--- src/rtl/life_grid_engine.sv ---
// life_grid_engine: Conway's Game of Life on a ROWS x COLS grid held in flops.
//   A pattern is loaded serially, one generation is computed per step command
//   with every cell updated in parallel, and the grid is streamed back serially.
//   Optional feature macro: LIFE_TORUS_EN (defined -> neighbours wrap around the
//   grid edges; undefined -> off-grid neighbours are dead).
// Ports:
//   clock, reset           : single clock, synchronous active-high reset
//   cmd_load/step/dump     : commands, sampled only in IDLE (load > step > dump)
//   in_bit, in_valid       : serial load data and qualifier
//   out_bit, out_valid     : serial dump data, valid exactly while dumping
//   busy                   : engine not idle
//   gen_count              : generations stepped since reset / last load
//   stable                 : last step changed no cell
//   extinct                : grid is all dead
module life_grid_engine #(
  parameter int ROWS  = 5,
  parameter int COLS  = 5,
  parameter int GEN_W = 8
) (
  input  logic             clock,
  input  logic             reset,
  input  logic             cmd_load,
  input  logic             cmd_step,
  input  logic             cmd_dump,
  input  logic             in_bit,
  input  logic             in_valid,
  output logic             out_bit,
  output logic             out_valid,
  output logic             busy,
  output logic [GEN_W-1:0] gen_count,
  output logic             stable,
  output logic             extinct
);
  localparam int N     = ROWS * COLS;
  localparam int IDX_W = $clog2(N);
  localparam logic [IDX_W-1:0] LAST = IDX_W'(N - 1);

  typedef enum logic [1:0] {IDLE, LOAD, STEP, DUMP} state_e;

  state_e           state_q, state_d;
  logic [N-1:0]     grid_q, grid_d, grid_nxt;
  logic [IDX_W-1:0] idx_q, idx_d;
  logic [GEN_W-1:0] gen_q, gen_d;
  logic             stable_q, stable_d;

  // Next-generation grid. Neighbour slot d (0..8) covers offsets
  // (d/3-1, d%3-1); slot 4 is the cell itself and is tied off.
  for (genvar r = 0; r < ROWS; r++) begin : g_row
    for (genvar c = 0; c < COLS; c++) begin : g_col
      logic [8:0] nb;
      logic [3:0] cnt;
      for (genvar d = 0; d < 9; d++) begin : g_nb
        localparam int RR = r + d / 3 - 1;
        localparam int CC = c + d % 3 - 1;
        if (d == 4) begin : g_self
          assign nb[d] = 1'b0;
        end else begin : g_other
`ifdef LIFE_TORUS_EN
          assign nb[d] = grid_q[((RR + ROWS) % ROWS) * COLS + ((CC + COLS) % COLS)];
`else
          if (RR < 0 || RR >= ROWS || CC < 0 || CC >= COLS) begin : g_off
            assign nb[d] = 1'b0;
          end else begin : g_on
            assign nb[d] = grid_q[RR * COLS + CC];
          end
`endif
        end
      end
      always_comb begin
        cnt = '0;
        for (int i = 0; i < 9; i++) cnt = cnt + {3'b000, nb[i]};
      end
      assign grid_nxt[r*COLS+c] = (cnt == 4'd3) | (grid_q[r*COLS+c] & (cnt == 4'd2));
    end
  end

  always_comb begin
    state_d  = state_q;
    grid_d   = grid_q;
    idx_d    = idx_q;
    gen_d    = gen_q;
    stable_d = stable_q;
    case (state_q)
      IDLE: begin
        if (cmd_load)      state_d = LOAD;
        else if (cmd_step) state_d = STEP;
        else if (cmd_dump) state_d = DUMP;
      end
      LOAD: begin
        if (in_valid) begin
          grid_d[idx_q] = in_bit;
          if (idx_q == LAST) begin
            idx_d    = '0;
            gen_d    = '0;
            stable_d = 1'b0;
            state_d  = IDLE;
          end else begin
            idx_d = idx_q + 1'b1;
          end
        end
      end
      STEP: begin
        grid_d   = grid_nxt;
        gen_d    = gen_q + 1'b1;
        stable_d = (grid_nxt == grid_q);
        state_d  = IDLE;
      end
      DUMP: begin
        if (idx_q == LAST) begin
          idx_d   = '0;
          state_d = IDLE;
        end else begin
          idx_d = idx_q + 1'b1;
        end
      end
      default: state_d = IDLE;
    endcase
  end

  always_ff @(posedge clock) begin
    if (reset) begin
      state_q  <= IDLE;
      grid_q   <= '0;
      idx_q    <= '0;
      gen_q    <= '0;
      stable_q <= 1'b0;
    end else begin
      state_q  <= state_d;
      grid_q   <= grid_d;
      idx_q    <= idx_d;
      gen_q    <= gen_d;
      stable_q <= stable_d;
    end
  end

  assign out_valid = (state_q == DUMP);
  assign out_bit   = out_valid & grid_q[idx_q];
  assign busy      = (state_q != IDLE);
  assign gen_count = gen_q;
  assign stable    = stable_q;
  assign extinct   = ~|grid_q;
endmodule

--- config.mk ---
export PLATFORM = sky130hd
export DESIGN_NAME = life_grid_engine
export DESIGN_NICKNAME = d
export VERILOG_FILES = /design/src/rtl/life_grid_engine.sv
export SDC_FILE = /design/constraint.sdc
export NUM_CORES = 1
export LEC_CHECK = 0
export ABC_AREA = 1
export CAP_MARGIN = 20
export CORE_MARGIN = 5
export CORE_UTILIZATION = 30
export CTS_CLUSTER_DIAMETER = 120
export DETAILED_ROUTE_END_ITERATION = 10
export GPL_TIMING_DRIVEN = 0
export SYNTH_ARGS = -nofsm -noshare
export SYNTH_HDL_FRONTEND = slang
export SYNTH_SLANG_ARGS = --single-unit
--- constraint.sdc ---
create_clock -name clock -period 7.78 [get_ports clock]
set_clock_uncertainty 0.15 [all_clocks]
set_input_delay 0.778 -clock clock [delete_from_list [all_inputs] [get_ports clock]]
set_output_delay 0.778 -clock clock [all_outputs]
set_load 0.01 [all_outputs]
; Word level (Yosys, flattened, before mapping)
; Cells that the tools add are included.
[classes]
n_reduce_logical = 11
bitwise_logic = 51
n_mux = 22
order_cmp = 2
n_eq_ne = 58
addsub = 117
[op_table]
columns = operator, n
row1 = adder 4 x 1 -> 4 bit, 55
row2 = "== test 4 x 2 -> 1 bit, second input constant", 44
row3 = adder 3 x 1 -> 4 bit, 18
row4 = adder 2 x 1 -> 3 bit, 21
row5 = one-hot mux 25 bit (2 select lines), 1
row6 = adder 1 x 1 -> 2 bit, 21
row7 = bitwise AND 1 bit, 26
row8 = bitwise mux 25 bit, 1
row9 = == test 25 bit, 1
row10 = 2-to-1 mux 25 bit, 1
row11 = OR 1 bit, 25
row12 = OR reduction 25 bit, 1
row13 = "== test 3 x 2 -> 1 bit, second input constant", 6
row14 = 2-to-1 mux 8 bit, 2
row15 = one-hot mux 8 bit (2 select lines), 1
row16 = 2-to-1 mux 2 bit, 5
row17 = 2-to-1 mux 5 bit, 2
row18 = one-hot mux 5 bit (2 select lines), 1
row19 = "adder 8 x 1 -> 8 bit, second input constant", 1
row20 = one-hot mux 2 bit (4 select lines), 1
row21 = "less-than comparator 5 x 6 -> 1 bit, second input constant", 1
row22 = AND reduction 2 bit, 3
row23 = nonzero test 2 bit, 3
row24 = "adder 5 x 1 -> 5 bit, second input constant", 1
row25 = 14 further kinds, 19
[totals]
output_inout_bits = 13
ff_bits = 41
elab_cells = 266
in_bits = 7

; Depth between registers and ports, before layout
; Gate-level depths: netlist of the first run.
[logic_depth]
ltp_word = 12
depth_mapped = 19
depth_no_buf = 19

; Worst setup path before layout of the first run
; Ideal clock, no wire load.
[synth_path]
kind = reg-to-reg
from = reg grid_q[12]
to = reg stable_q, in the netlist stable
period_less_slack_ps = 3894
t_arrival_ps = 3674
slack_ps = 3886
setup_ps = 70
path_stages_with_launch = 17
cell_sequence = dfxtp_1 > inv_1 > fa_1 > fa_1 > fa_1 > inv_1 > ha_1 > fa_1 > a21boi_0 > nand2_1 > nand2_1 > nand2_1 > nor2_1 > nand2_1 > nor2_1 > nand2_1 > a21oi_1
[synth_between]
elab_chain_cells = 12
elab_cells_between_ends = 71
classes_between = 35 x add/sub / 17 x eq/ne / 1 x mux / 18 x bitwise
[synth_lines]
columns = element, line
row1 = start: declaration, 41  ; logic [N-1:0] grid_q, grid_d, grid_nxt;
row2 = start signal: assignment, 129  ; grid_q <= grid_d;
row3 = adder 1 x 1 -> 2 bit, 71  ; for (int i = 0; i < 9; i++) cnt = cnt + {3'b000, nb[i]};
row4 = adder 2 x 1 -> 3 bit, 71
row5 = adder 3 x 1 -> 4 bit, 71
row6 = adder 4 x 1 -> 4 bit (4 in series), 71
row7 = == test 4 x 2 -> 1 bit, 73  ; assign grid_nxt[r*COLS+c] = (cnt == 4'd3) | (grid_q[r*COLS+c] & (cnt == 4'd2));
row8 = bitwise AND 1 bit, 73
row9 = OR 1 bit, 73
row10 = == test 25 bit (*), 105  ; stable_d = (grid_nxt == grid_q);
row11 = one-hot mux 1 bit (2 select lines) (*), 83  ; case (state_q)
row12 = end signal: assignment, 132  ; stable_q <= stable_d;
row13 = end: declaration, 44  ; logic stable_q, stable_d;
; Mark *: on every way between the ends. The rest lies on a longest branch, timed or not.
; A chain may end at the register's enable or synchronous reset.

; Final worst setup path of the first run
; Same ends and word-level chain as after synthesis.

==> results of run 1 <==
-- cell families (layout without fill, tap and decap cells) --
logic type,count (synthesis),in the layout
simple gates,318,318
flops,41,41
fa+ha+maj,118,118
buf+inv,184,210
compound gates,130,130
-- metrics by stage --
stage          setup slack [ps]  utilization  instance area [um2]  hold WS (ps)  power (mW)
2_1_floorplan              3886            -                 5623         337.5      0.3375
3_3_place_gp               3097       0.3281                 6096         309.1      0.3958
3_5_place_dp               3063       0.3281                 6096         311.2      0.3964
4_1_cts                    3026       0.3373                 6267         321.0      0.6474
5_1_grt                    2821       0.3373                 6267         352.3      0.6756
6_report                   3093       0.3373                 6267         319.3      0.6507
-- power groups by stage --
stage,Clock (mW),Combinational [mW],Sequential (mW)
final,0.257,0.163,0.231
after global routing,0.262,0.181,0.232
after CTS,0.255,0.162,0.230
after detailed placement,0,0.161,0.235
after global placement,0,0.161,0.235
after floorplan,0,0.105,0.232
-- synthesized netlist by cell type (2+ instances only) --
cell type | number | area [um2]
nand2_1 | 163 | 611.8
inv_1 | 159 | 596.8
fa_1 | 64 | 1281
nor2_1 | 59 | 221.5
ha_1 | 54 | 675.7
a21oi_1 | 42 | 210.2
dfxtp_1 | 41 | 820.8
nand3_1 | 40 | 200.2
o21ai_0 | 28 | 140.1
o21ai_1 | 26 | 130.1
nand4_1 | 18 | 112.6
nor3_1 | 17 | 85.08
inv_2 | 8 | 30.03
o22ai_1 | 8 | 50.05
buf_2 | 7 | 35.03
clkbuf_1 | 6 | 22.52
nor2_2 | 5 | 31.28
nand3b_1 | 4 | 30.03
o2111ai_1 | 4 | 35.03
o211ai_1 | 4 | 30.03
a211oi_1 | 3 | 22.52
nor3_2 | 3 | 30.03
a21boi_0 | 2 | 15.01
buf_1 | 2 | 7.510
nand3_2 | 2 | 20.02
nor2_4 | 2 | 22.52
nor4_1 | 2 | 12.51
o21bai_1 | 2 | 15.01
o221ai_1 | 2 | 17.52
o311ai_1 | 2 | 17.52
o31ai_1 | 2 | 15.01
-- worst paths after layout --
check / to / slack, ps
hold / removal: gen_count[7] / 320
hold reg to reg: gen_count[7] / 320
setup reg to reg: stable / 3090
setup / recovery: stable / 3090
-- state kept, by name (all words and copies together), names as in the netlist --
register / cells
gen_count: 8
grid_q: 25
idx_q: 5
stable: 1
state_q: 2
-- critical path: cells and delay by family (launching register included) --
family | cells | cell delay (ps)
AOI/OAI and AO/OA | 2 | 460
adders and majority gates | 5 | 2240
and+or+nand+nor | 7 | 720
DFF | 1 | 630
buffers and inverters | 2 | 410
-- area by class of cell --
class	count	area, um2	area share
flip-flops and latches	41	820.8	0.1310
plain buffers	16	72.57	0.01158
inverters	168	630.6	0.1006
clock inverters	3	46.29	0.007387
repair buffers	18	180.2	0.02875
clock buffers	5	125.1	0.01996
multi-input cells	566	4099	0.6540
well taps	234	292.8	0.04672
-- per-layer routing --
layer  track usage  wire length [um]
met5             0                 0
met4       0.03588               327
met3       0.01912               783
met2        0.2556              7808
met1        0.2200              7707
==> impl_metrics.env, run 1 <==
export IMPL_pwr_density_cell_nw_per_um2=103.8
export IMPL_area_growth_pct=11.46
export IMPL_clockPowerShare=0.395
export IMPL_final_cell_count_no_fill=1051
export IMPL_max_freq_mhz=213.4
export IMPL_worstPathArrival_ps=4760
export IMPL_grt_pass1_vias=4947
export IMPL_synthAdderAreaFrac=0.3480
export IMPL_cts_sinks=41
export IMPL_port_buffers=18
export IMPL_finalSetupTns_ps=0
export IMPL_dp_cells=1043
export IMPL_rsz0062_at_grt="false"
export IMPL_ctsLongestPathBuffers=2
export IMPL_grt_pass1_wl_mm=26.74
export IMPL_vdd_ir_drop_max_v=0.00009357
export IMPL_p_comb_frac=0.251
export IMPL_relSlewSlack=0.5169
export IMPL_die_x_um=146.9
export IMPL_status="complete, no violations"
export IMPL_async_flop_share=0
export IMPL_fillCellCount=1974
export IMPL_maxSlewViolCount=0
export IMPL_cts_repair_resized=0
export IMPL_grt_max_degree=15
export IMPL_seq_area_frac_synth=0.1460
export IMPL_first_pass_iters=5
export IMPL_synth_edff_count=0
export IMPL_critical_path_peak_fanout=8
export IMPL_synth_distinct_cells=41
export IMPL_synth_seq_cells=41
export IMPL_finalSetupViolCount=0
export IMPL_crit_chain="inv_1, fa_1, fa_1, fa_1, inv_1, ha_1, fa_1, a21boi_0, nand2_1, nand2_1, nand2_1, nor2_1, nand2_1, nor2_1, nand2_1, a21oi_1"
export IMPL_p_leak_nw=3.120
export IMPL_detail_route_iter0_violations=462
export IMPL_vias_per_cell=4.976
export IMPL_cts_buffers=5
export IMPL_synthCells=791
export IMPL_cts_setup_buffers=0
export IMPL_start_util=0.3026
export IMPL_r2r_start="grid_q[12]"
export IMPL_crit_type="reg -> reg"
export IMPL_clk_root_buffer_cell="clkbuf_16"
export IMPL_cpMaxStageDelayCell="fa_1"
export IMPL_critPathMostFrequentCell="nand2_1"
export IMPL_switchingPower_uw=227.8
export IMPL_syn_area_um2=5623
export IMPL_place_gp_congestion=0.9247
export IMPL_grt_ovfl_total=0
export IMPL_critPathRequiredTime_ps=7850
export IMPL_clk_pin_slew_ps=70
export IMPL_routed_wl_mm=16.63
export IMPL_synthFlopType="dfxtp_1"
export IMPL_synth_top_family_by_area="adder cells"
export IMPL_netSwitchingFraction=0.3500
export IMPL_hold_viol=0
export IMPL_final_common_cell="nand2_1"
export IMPL_remaining_drc_errors=0
export IMPL_wl_per_cell_um=15.82
export IMPL_htree_levels=2
export IMPL_cts_hold_buffers=0
export IMPL_hold_depth=1
export IMPL_syn_area_per_cell_um2=7.109
export IMPL_worst_slew_pin_slew_ps=723.9
export IMPL_yosys_area_share_xor_xnor=0
export IMPL_synth_compound_area_share=0.1322
export IMPL_worstRegToRegCells=16
export IMPL_grt_total_usage=0.1557
export IMPL_crit_path_start_kind="flop"
export IMPL_endpoint_kind="flop"
export IMPL_layout_min_cycle_time_ps=4687
export IMPL_antenna_cells=0
export IMPL_synthMuxAreaShare=0
export IMPL_row_count=50
export IMPL_cp_startpoint="grid_q[12]"
export IMPL_min_from="gen_count[7]"
export IMPL_drive_above_1_share=0.04774
export IMPL_timing_final_crit_share=0.6024
export IMPL_dieHeight_um=146.9
export IMPL_nets=941
export IMPL_antenna_found_initial=0
export IMPL_dieArea_um2=21580
export IMPL_ios=20
export IMPL_timing_max_cap_violations=0
export IMPL_via_count=5230
export IMPL_cts_tree="yes"
export IMPL_seq_power_share=0.354
export IMPL_ys_warn_count=0
export IMPL_layout_common_cells="nand2_1 (163), inv_1 (159), fa_1 (64)"
export IMPL_intPower_uw=423.0
export IMPL_dpl_hpwl_mm=13.13
export IMPL_clk_latency_ps=300
export IMPL_drtAntennaViolNets=0
export IMPL_slowest_delay_ps=640
export IMPL_synth_simple_area_share=0.2488
export IMPL_core_region_area_um2=18580
export IMPL_hold_class="reg -> reg"
export IMPL_syn_num_nets=916
Power figures use the tool's default switching activity.
==> inputs of run 2 (changes only) <==
clock period = 4.39 ns   (was 7.78 ns; I/O delays follow)
==> run 2 against run 1 <==
Utilization is 1.3 points higher. Highest routed layer unchanged. Routed wire length is 1.4% higher. Critical endpoint unchanged. Register-to-register slack worse by 2900 ps. Fmax is 12% higher. Sequential power is 76% higher. Hold slack worse by 0.76 ps.
==> impl_metrics.env, run 2 (same netlist as run 1, synthesis figures left out) <==
export IMPL_wl_per_cell_um=15.69
export IMPL_nets=965
export IMPL_relSlewSlack=0.5292
export IMPL_vdd_ir_drop_max_v=0.0001654
export IMPL_hold_depth=1
export IMPL_cts_buffers=5
export IMPL_grt_total_usage=0.1566
export IMPL_slowest_delay_ps=510
export IMPL_hold_viol=0
export IMPL_row_count=50
export IMPL_timing_max_cap_violations=0
export IMPL_r2r_end="stable"
export IMPL_fin_ws_ps=206.4
export IMPL_hold_class="reg -> reg"
export IMPL_via_count=5362
export IMPL_r2r_start="grid_q[7]"
export IMPL_finalSetupViolCount=0
export IMPL_remaining_drc_errors=0
export IMPL_cpMaxStageDelayCell="fa_1"
export IMPL_power_mw=1.147
export IMPL_largest_register="grid_q"
export IMPL_maxSlewViolCount=0
export IMPL_dpl_hpwl_mm=13.13
export IMPL_vias_per_cell=4.988
export IMPL_timing_final_crit_share=0.9530
export IMPL_ios=20
export IMPL_reg2reg_slack_ps=210
export IMPL_pwr_density_cell_nw_per_um2=176.4
export IMPL_routed_wl_mm=16.87
export IMPL_core_region_area_um2=18580
export IMPL_crit_type="reg -> reg"
export IMPL_cts_tree="yes"
export IMPL_final_cell_area_um2=6500
export IMPL_critPathRequiredTime_ps=4390
export IMPL_worstRegToRegCells=17
export IMPL_antenna_cells=0
export IMPL_cts_sinks=41
export IMPL_min_from="gen_count[7]"
export IMPL_dp_cells=1043
export IMPL_critical_path_peak_fanout=8
export IMPL_final_cell_count_no_fill=1075
export IMPL_clk_pin_slew_ps=70
export IMPL_detail_route_iter0_violations=468
export IMPL_area_growth_pct=15.60
export IMPL_dp_slack_ps=-327.4
export IMPL_drive_above_1_share=0.09394
export IMPL_endpoint_kind="flop"
export IMPL_die_x_um=146.9
export IMPL_whs_endpoint="gen_count[7]"
export IMPL_start_util=0.3026
export IMPL_crit_path_start_kind="flop"
export IMPL_status="complete, no violations"
export IMPL_ctsLongestPathBuffers=2
export IMPL_rsz0062_at_grt="false"
export IMPL_placedInstanceArea_um2=6096
export IMPL_dieHeight_um=146.9
export IMPL_grt_pass1_vias=4986
export IMPL_max_freq_mhz=239.0
export IMPL_drtAntennaViolNets=0
export IMPL_dieArea_um2=21580
export IMPL_clk_latency_ps=300
export IMPL_post_route_util=0.3498
export IMPL_place_gp_congestion=0.9247
export IMPL_cp_top_family="adder cells"
export IMPL_largest_reg_flops=25
export IMPL_worst_path_buf_inv=3
export IMPL_grt_max_degree=15
export IMPL_p_leak_nw=3.229
export IMPL_finalSetupTns_ps=0
export IMPL_first_pass_iters=6
export IMPL_worstPathArrival_ps=4180
export IMPL_final_common_cell="nand2_1"
export IMPL_grt_ovfl_total=0
export IMPL_grt_pass1_wl_mm=26.92
export IMPL_worst_slew_pin_slew_ps=706.2
export IMPL_crit_chain="clkinvlp_4, buf_4, fa_1, fa_1, fa_1, inv_1, ha_1, fa_1, or2_2, nand2_1, nand2_1, nor2_1, nor2_1, nand2_1, nor2_1, nand2_1, a21oi_1"
export IMPL_holdWs_ps=318.5
export IMPL_clk_root_buffer_cell="clkbuf_16"
export IMPL_antenna_found_initial=0
export IMPL_layout_min_cycle_time_ps=4184
export IMPL_port_buffers=18
export IMPL_layout_common_cells="nand2_1 (163), inv_1 (149), fa_1 (64)"
export IMPL_htree_levels=2
run 2: cell types whose count changed in the layout (fill, tap and decap cells not counted), moves of 3 or more:
cell        previous run  this run
dfxtp_1               41        35
dfxtp_4                0         3
inv_1                159       149
clkinvlp_4             1        11
buf_4                  1        25
dfxtp_2                0         3
run 2: metal layers:
layer  up-vias  wire [um]  part of all wire  global-route usage
met2       147       7945              0.47              0.2572
li1       2636          -                 -                   -
met1      2566       7774              0.46              0.2219
met4         0        250             0.015             0.03495
met3        13        895             0.053             0.01882
met5         -          0                 0                   0
run 2: cell type report:
type	count	area [um2]
inverters	168	668.1
plain buffers	16	72.57
clock buffers	5	125.1
clock inverters	3	46.29
repair buffers	42	360.3
multi-input cells	566	4099
flip-flops and latches	41	835.8
well taps	234	292.8
fillers	1963	12080
run 2: power breakdown:
group / switching, mW / internal [mW]
clock: 0.180 / 0.270
combinational: 0.196 / 0.0941
sequential: 0.0222 / 0.384
run 2: timing repair:
item	CTS	global route
hold buffers	0	0
setup buffers	6	18
gates resized for setup	9	12
endpoints found under the setup margin	1	1
run 2: worst max-delay path by stage:
stage,startpoint,to,slack [ps],cells past startpoint
global route,grid_q[12],stable,20,16
detailed placement,grid_q[12],stable,-330,16
global placement,grid_q[12],stable,-290,16
finish,grid_q[7],stable,210,17
CTS,grid_q[3],stable,0.5,16
floorplan,grid_q[12],stable,500,16
